--- config.mk ---
export PLATFORM = sky130hd
export DESIGN_NAME = iobus_uart_tx_flat
export DESIGN_NICKNAME = d
export VERILOG_FILES = /design/src/rtl/otter_io_pkg.sv /design/src/rtl/iobus_uart_tx_if.sv /design/src/rtl/io_sync_fifo.sv /design/src/rtl/iobus_uart_tx.sv /design/src/flat_wrapper.sv
export SDC_FILE = /design/constraint.sdc
export NUM_CORES = 1
export LEC_CHECK = 0
export CORE_ASPECT_RATIO = 0.75
export CORE_MARGIN = 2
export CORE_UTILIZATION = 47
export CTS_BUF_LIST = sky130_fd_sc_hd__clkbuf_4 sky130_fd_sc_hd__clkbuf_8 sky130_fd_sc_hd__clkbuf_16
export DETAILED_ROUTE_END_ITERATION = 7
export PLACE_DENSITY = 0.78
export SYNTH_ARGS = -nofsm -noshare
export SYNTH_HDL_FRONTEND = slang
export SYNTH_SLANG_ARGS = --single-unit
--- constraint.sdc ---
create_clock -name clk -period 3.4 [get_ports clk]
set_input_delay 0.68 -clock clk [delete_from_list [all_inputs] [get_ports clk]]
set_output_delay 0.68 -clock clk [all_outputs]
set_load 0.1 [all_outputs]
--- src/rtl/otter_io_pkg.sv ---
// ============================================================================
// otter_io_pkg : register offsets, STATUS bit positions and UART TX state type
// Revision     : 1.0
// ============================================================================
`default_nettype none

package otter_io_pkg;

  localparam logic [31:0] TXDATA_OFS   = 32'd0;
  localparam logic [31:0] STATUS_OFS   = 32'd4;

  localparam int          STAT_BUSY    = 0;
  localparam int          STAT_FULL    = 1;
  localparam int          STAT_EMPTY   = 2;
  localparam int          STAT_OVF     = 3;
  localparam int          STAT_CNT_LSB = 8;

  typedef enum logic [1:0] {
    IDLE  = 2'd0,
    START = 2'd1,
    DATA  = 2'd2,
    STOP  = 2'd3
  } uart_tx_state_t;

endpackage

`default_nettype wire

--- src/rtl/iobus_uart_tx_if.sv ---
// ============================================================================
// iobus_uart_tx_if : CPU IOBUS request/response signals for one IO responder
// Revision         : 1.0
// ============================================================================
`default_nettype none

interface iobus_uart_tx_if;

  logic [31:0] iobus_addr;
  logic [31:0] iobus_out;
  logic        iobus_wr;
  logic [31:0] rd_data;
  logic        sel;

  modport master (
    output iobus_addr,
    output iobus_out,
    output iobus_wr,
    input  rd_data,
    input  sel
  );

  modport slave (
    input  iobus_addr,
    input  iobus_out,
    input  iobus_wr,
    output rd_data,
    output sel
  );

endinterface

`default_nettype wire

--- src/rtl/io_sync_fifo.sv ---
// ============================================================================
// io_sync_fifo : single-clock show-ahead FIFO; a push into a full FIFO is
//                accepted only when a pop happens on the same edge
// Revision     : 1.0
// ============================================================================
`default_nettype none

module io_sync_fifo #(
  parameter int WIDTH = 8,
  parameter int DEPTH = 8
) (
  input  logic                     clk,
  input  logic                     rst_n,
  input  logic                     push,
  input  logic                     pop,
  input  logic [WIDTH-1:0]         din,
  output logic [WIDTH-1:0]         dout,
  output logic                     full,
  output logic                     empty,
  output logic [$clog2(DEPTH):0]   count
);

  localparam int AW = $clog2(DEPTH);
  localparam logic [AW:0] FULL_CNT = (AW+1)'(DEPTH);

  logic [WIDTH-1:0] mem [DEPTH];
  logic [AW-1:0]    r_wr_ptr;
  logic [AW-1:0]    r_rd_ptr;
  logic [AW:0]      r_count;
  logic             w_do_pop;
  logic             w_do_push;

  assign full      = (r_count == FULL_CNT);
  assign empty     = (r_count == '0);
  assign count     = r_count;
  assign dout      = mem[r_rd_ptr];
  assign w_do_pop  = pop && !empty;
  assign w_do_push = push && (!full || w_do_pop);

  always_ff @(posedge clk) begin
    if (w_do_push) begin
      mem[r_wr_ptr] <= din;
    end
  end

  always_ff @(posedge clk or negedge rst_n) begin
    if (!rst_n) begin
      r_wr_ptr <= '0;
      r_rd_ptr <= '0;
      r_count  <= '0;
    end else begin
      if (w_do_push) begin
        r_wr_ptr <= r_wr_ptr + AW'(1);
      end
      if (w_do_pop) begin
        r_rd_ptr <= r_rd_ptr + AW'(1);
      end
      if (w_do_push && !w_do_pop) begin
        r_count <= r_count + (AW+1)'(1);
      end else if (w_do_pop && !w_do_push) begin
        r_count <= r_count - (AW+1)'(1);
      end
    end
  end

endmodule

`default_nettype wire

--- src/rtl/iobus_uart_tx.sv ---
// ============================================================================
// iobus_uart_tx : IOBUS-mapped UART transmitter (TXDATA/STATUS, 8N1, TX FIFO)
// Revision      : 1.0
// ============================================================================
`default_nettype none

module iobus_uart_tx
  import otter_io_pkg::*;
#(
  parameter logic [31:0] BASE_ADDR    = 32'h1100_0100,
  parameter int          CLKS_PER_BIT = 868,
  parameter int          FIFO_DEPTH   = 8
) (
  input  logic               clk,
  input  logic               rst_n,
  iobus_uart_tx_if.slave     bus,
  output logic               tx
);

  localparam int          BW          = $clog2(CLKS_PER_BIT);
  localparam int          CW          = $clog2(FIFO_DEPTH) + 1;
  localparam logic [BW-1:0] BAUD_RELOAD = BW'(CLKS_PER_BIT - 1);
  localparam logic [31:0] TX_ADDR     = BASE_ADDR + TXDATA_OFS;
  localparam logic [31:0] ST_ADDR     = BASE_ADDR + STATUS_OFS;

  logic           w_hit_tx;
  logic           w_hit_st;
  logic           w_push;
  logic           w_pop;
  logic           w_clr_ovf;
  logic           w_full;
  logic           w_empty;
  logic [7:0]     w_dout;
  logic [CW-1:0]  w_count;
  logic [31:0]    w_status;
  logic           w_unused;
  logic           r_ovf;

  uart_tx_state_t r_state, w_state_nxt;
  logic [BW-1:0]  r_baud, w_baud_nxt;
  logic [2:0]     r_bit, w_bit_nxt;
  logic [7:0]     r_shift, w_shift_nxt;
  logic           r_tx, w_tx_nxt;

  // Byte lanes are ignored: only the word address takes part in the decode.
  assign w_hit_tx  = (bus.iobus_addr[31:2] == TX_ADDR[31:2]);
  assign w_hit_st  = (bus.iobus_addr[31:2] == ST_ADDR[31:2]);
  assign w_push    = bus.iobus_wr && w_hit_tx;
  assign w_clr_ovf = bus.iobus_wr && w_hit_st && bus.iobus_out[STAT_OVF];
  assign w_unused  = ^{bus.iobus_addr[1:0], bus.iobus_out[31:8]};

  always_comb begin
    w_status                        = '0;
    w_status[STAT_BUSY]             = (r_state != IDLE);
    w_status[STAT_FULL]             = w_full;
    w_status[STAT_EMPTY]            = w_empty;
    w_status[STAT_OVF]              = r_ovf;
    w_status[STAT_CNT_LSB +: 8]     = 8'(w_count);
  end

  assign bus.sel     = w_hit_tx || w_hit_st;
  assign bus.rd_data = w_hit_st ? w_status : 32'h0;
  assign tx          = r_tx;

  io_sync_fifo #(
    .WIDTH (8),
    .DEPTH (FIFO_DEPTH)
  ) u_fifo (
    .clk   (clk),
    .rst_n (rst_n),
    .push  (w_push),
    .pop   (w_pop),
    .din   (bus.iobus_out[7:0]),
    .dout  (w_dout),
    .full  (w_full),
    .empty (w_empty),
    .count (w_count)
  );

  always_ff @(posedge clk or negedge rst_n) begin
    if (!rst_n) begin
      r_ovf <= 1'b0;
    end else if (w_push && w_full && !w_pop) begin
      r_ovf <= 1'b1;
    end else if (w_clr_ovf) begin
      r_ovf <= 1'b0;
    end
  end

  always_ff @(posedge clk or negedge rst_n) begin
    if (!rst_n) begin
      r_state <= IDLE;
      r_baud  <= '0;
      r_bit   <= '0;
      r_shift <= '0;
      r_tx    <= 1'b1;
    end else begin
      r_state <= w_state_nxt;
      r_baud  <= w_baud_nxt;
      r_bit   <= w_bit_nxt;
      r_shift <= w_shift_nxt;
      r_tx    <= w_tx_nxt;
    end
  end

  // Output register is loaded with the value for the upcoming bit period.
  always_comb begin
    w_state_nxt = r_state;
    w_baud_nxt  = r_baud;
    w_bit_nxt   = r_bit;
    w_shift_nxt = r_shift;
    w_tx_nxt    = r_tx;
    w_pop       = 1'b0;
    case (r_state)
      IDLE: begin
        w_tx_nxt = 1'b1;
        if (!w_empty) begin
          w_pop       = 1'b1;
          w_shift_nxt = w_dout;
          w_baud_nxt  = BAUD_RELOAD;
          w_state_nxt = START;
          w_tx_nxt    = 1'b0;
        end
      end
      START: begin
        if (r_baud == '0) begin
          w_state_nxt = DATA;
          w_bit_nxt   = 3'd0;
          w_baud_nxt  = BAUD_RELOAD;
          w_tx_nxt    = r_shift[0];
        end else begin
          w_baud_nxt  = r_baud - BW'(1);
        end
      end
      DATA: begin
        if (r_baud == '0) begin
          w_baud_nxt = BAUD_RELOAD;
          if (r_bit == 3'd7) begin
            w_state_nxt = STOP;
            w_tx_nxt    = 1'b1;
          end else begin
            w_bit_nxt   = r_bit + 3'd1;
            w_shift_nxt = {1'b0, r_shift[7:1]};
            w_tx_nxt    = r_shift[1];
          end
        end else begin
          w_baud_nxt = r_baud - BW'(1);
        end
      end
      STOP: begin
        if (r_baud == '0) begin
          if (!w_empty) begin
            w_pop       = 1'b1;
            w_shift_nxt = w_dout;
            w_baud_nxt  = BAUD_RELOAD;
            w_state_nxt = START;
            w_tx_nxt    = 1'b0;
          end else begin
            w_state_nxt = IDLE;
            w_tx_nxt    = 1'b1;
          end
        end else begin
          w_baud_nxt = r_baud - BW'(1);
        end
      end
      default: begin
        w_state_nxt = IDLE;
        w_tx_nxt    = 1'b1;
      end
    endcase
  end

endmodule

`default_nettype wire

--- src/flat_wrapper.sv ---
// flat-port wrapper written by rule: the top's interface ports become plain ports
module iobus_uart_tx_flat import otter_io_pkg::*;
#(
  parameter logic [31:0] BASE_ADDR    = 32'h1100_0100,
  parameter int          CLKS_PER_BIT = 868,
  parameter int          FIFO_DEPTH   = 8
)
  (clk, rst_n, tx, bus_iobus_addr, bus_iobus_out, bus_iobus_wr, bus_rd_data, bus_sel);
  iobus_uart_tx_if bus_i ();
  input  logic clk;
  input  logic rst_n;
  output logic tx;
  input wire logic [$bits(bus_i.iobus_addr)-1:0] bus_iobus_addr;
  input wire logic [$bits(bus_i.iobus_out)-1:0] bus_iobus_out;
  input wire logic [$bits(bus_i.iobus_wr)-1:0] bus_iobus_wr;
  output wire logic [$bits(bus_i.rd_data)-1:0] bus_rd_data;
  output wire logic [$bits(bus_i.sel)-1:0] bus_sel;
  assign bus_i.iobus_addr = bus_iobus_addr;
  assign bus_i.iobus_out = bus_iobus_out;
  assign bus_i.iobus_wr = bus_iobus_wr;
  assign bus_rd_data = bus_i.rd_data;
  assign bus_sel = bus_i.sel;
  iobus_uart_tx #(.BASE_ADDR(BASE_ADDR), .CLKS_PER_BIT(CLKS_PER_BIT), .FIFO_DEPTH(FIFO_DEPTH)) u_core (.clk(clk), .rst_n(rst_n), .bus(bus_i), .tx(tx));
endmodule
==> results.cfg <==
[outcome]
outcome = finished clean

[clocking]
clockRootBuffer = clkbuf_16
clkLatencyLatePin_ns = 0.35
cts_tree = built
clk_pin_slew_ns = 0.07
htree_levels = 3
numCtsBuffers = 9
clock_sinks = 99
cts.path.max_buffers = 2

[global_route]
grt_pass1_vias = 3189
grt-busiest-layer = met2
overflow = 0
use_met3_pct = 5.23
track_usage_pct = 19.4
grt_use_met1_pct = 25.3
grt_pass1_wl_mm = 16.4
use_met2_pct = 31.7
grt_max_degree = 36
antenna_found_initial = 0

[logic_synthesis]
yosysTopAreaCell = edfxtp_1
synth_commonest_cells = edfxtp_1, dfrtp_1, buf_4
netlist.area_leader.share_pct = 39.2
synth_cells = 363
syn_avg_cell_area_um2 = 13.5
yosys-top-cells-area = edfxtp_1, dfrtp_1, mux4_2
synth_flop_cell = edfxtp_1
synth_cell_types = 61
ys_warn_count = 0
ys_seq_area_share_pct = 57.1
synth_edf_count = 64
async_flop_share_pct = 35.4
yosysMostFrequentCell = edfxtp_1
synth_area_um2 = 4900
ys_seq_elements = 99

[pwr]
pwr-share-clk_pct = 40.2
power.density_nw_per_um2 = 408
internal_power_w = 0.00185
power.switching_w = 0.000606
p_sw_share_pct = 24.7
power_frac_comb_pct = 7.6
seq_power_share_pct = 52.3
vdd_drop_max_uv = 309
leakagePower_nw = 2.22

[timing]
fin_skew_ns = 0.00956
finalSetupViolCount = 0
min_period_ns = 3.26
rsz0062_at_grt = false
tightestPinTransition_ns = 0.851
hold_violations = 0
slew_headroom_pct = 43.2
hold_slack_ns = 0.514
finalCritPeriodShare_pct = 95.9
max_freq_mhz = 307
finalMaxSlewViolations = 0

[route]
drc = 0
drt_first_pass_iters = 5
drt_iter0_drc = 272
vias_per_cell = 5.54
ant_nets = 0
num_vias = 3197
wire_per_inst_um = 18.2
wirelength_mm = 10.5

[layout]
regArea_um2 = 2800
final_nets = 518
area_growth_pct = 22.8
multiInputGateArea_um2 = 1930
drive_above_1_share_pct = 22.4
fillerInstances = 781
finalInstanceArea_um2 = 6020
final_cells = 577
diodes = 0

[die]
ios = 101
core_um2 = 10200
die_h_um = 92.5
initial_core_util_pct = 48.0
std_cell_rows = 32
die_w_um = 122
dieArea_um2 = 11300

[critical_path]
crit_fanout = 2
start_kind = primary input
arrival_ns = 3.48
worstPathRequired_ns = 3.62
timing_worst_setup_path_type = primary input to flop
cp-end-kind = flop

[placed_design]
io_buffer_count = 50
place_inst = 561
gp_congestion = 0.903
dp_hpwl_mm = 7.26
dpl_cell_area_um2 = 5720

[hold_path]
hold_class = flop to flop

[run]
cap_violations = 0
-- path summary, 6_finish.rpt --
check / slack (ns) / to / depth (start not counted) / start
max reg2reg: 0.27 / u_core.u_fifo.count[3] / 15 / u_core.r_baud[0]
min in group asynchronous: 0.75 / u_core.r_baud[5] / 2 / rst_n
max: 0.14 / u_core.u_fifo.count[3] / 14 / bus_iobus_addr[4]
max in group asynchronous: 2.29 / u_core.tx / 2 / rst_n
min: 0.51 / u_core.r_shift[4] / 1 / u_core.r_shift[4]
min reg2reg: 0.51 / u_core.r_shift[4] / 1 / u_core.r_shift[4]
-- power groups by stage --
stage	clock (W)	sequential (W)	combinational, W
2_1_floorplan	0	0.00131	0.000139
3_3_place_gp	0	0.00131	0.000183
3_5_place_dp	0	0.00131	0.000185
4_1_cts	0.00100	0.00128	0.000186
5_1_grt	0.00106	0.00128	0.000194
6_report	0.000985	0.00128	0.000186
-- critical path: stages --
cell	delay, ns
clkdlybuf4s50_1	0.40
nor4b_1	0.34
nand4_1	0.20
nor3_2	0.23
or3b_4	0.41
inv_1	0.06
ha_1	0.15
inv_1	0.06
ha_1	0.28
a21o_1	0.15
a21oi_1	0.16
xnor2_1	0.14
nor2_1	0.07
xor2_1	0.14
-- final cells by class --
type | instances | area share (%)
Sequential cell | 99 | 46.5
Multi-Input combinational cell | 238 | 32.1
Timing Repair Buffer | 77 | 13.1
Clock buffer | 10 | 3.87
Tap cell | 136 | 2.83
Clock inverter | 6 | 0.935
Inverter | 11 | 0.686
-- per-layer routing --
metal  wire, µm  vias up
met2       5020      139
met3        800       11
met5          0        -
li1           -     1487
met4        123        0
met1       4540     1560
-- what timing repair did --
| action | CTS | global route |
|---|---|---|
| setup endpoints to repair | 0 | 2 |
| buffers inserted | 0 | 0 |
| hold buffers | 0 | 0 |
| resized for setup | 0 | 3 |
-- state kept, by name (all words and copies together), names as in the netlist --
register                cells
u_core.u_fifo.mem          64
u_core.r_baud              10
u_core.r_shift              8
u_core.u_fifo.count         4
u_core.r_bit                3
u_core.u_fifo.r_rd_ptr      3
u_core.u_fifo.r_wr_ptr      3
u_core.r_state              2
u_core.r_ovf                1
u_core.tx                   1
-- kinds of logic after synthesis --
kind of cell | count (synthesis) | synth area share, %
DFF | 99 | 57.1
and+or+nand+nor | 99 | 11.6
AOI/OAI and AO/OA | 51 | 7.20
buffers and inverters | 49 | 5.95
muxes | 37 | 12.0
adders and majority gates | 15 | 3.98
xor gates and xnor gates | 12 | 2.14
other | 1 | 0.0765
-- stage by stage --
stage	setup TNS [ns]	util (%)	worst slack, ns	total power [W]
after detailed placement	-0.601	56.0	-0.292	0.00149
after CTS	0	58.8	0.0676	0.00247
after global routing	0	59.0	0.00271	0.00253
final	0	59.0	0.139	0.00245
after global placement	-0.276	56.0	-0.188	0.00149
after floorplan	0	-	0.0760	0.00145
-- placed cells by master (no fill, tap or decap), drive strengths merged, types with 12 or more instances in the layout --
cell | Yosys | routed
edfxtp | 64 | 64
clkdlybuf4s50 | 0 | 40
buf | 30 | 37
dfrtp | 34 | 34
conb | 1 | 24
nand2 | 20 | 20
nor2 | 20 | 20
nor4 | 17 | 17
mux4 | 16 | 16
inv | 11 | 15
ha | 14 | 14
mux2 | 13 | 13
nor3 | 13 | 13
o21ai | 12 | 12
No activity file was read; power rests on OpenSTA's default activity.
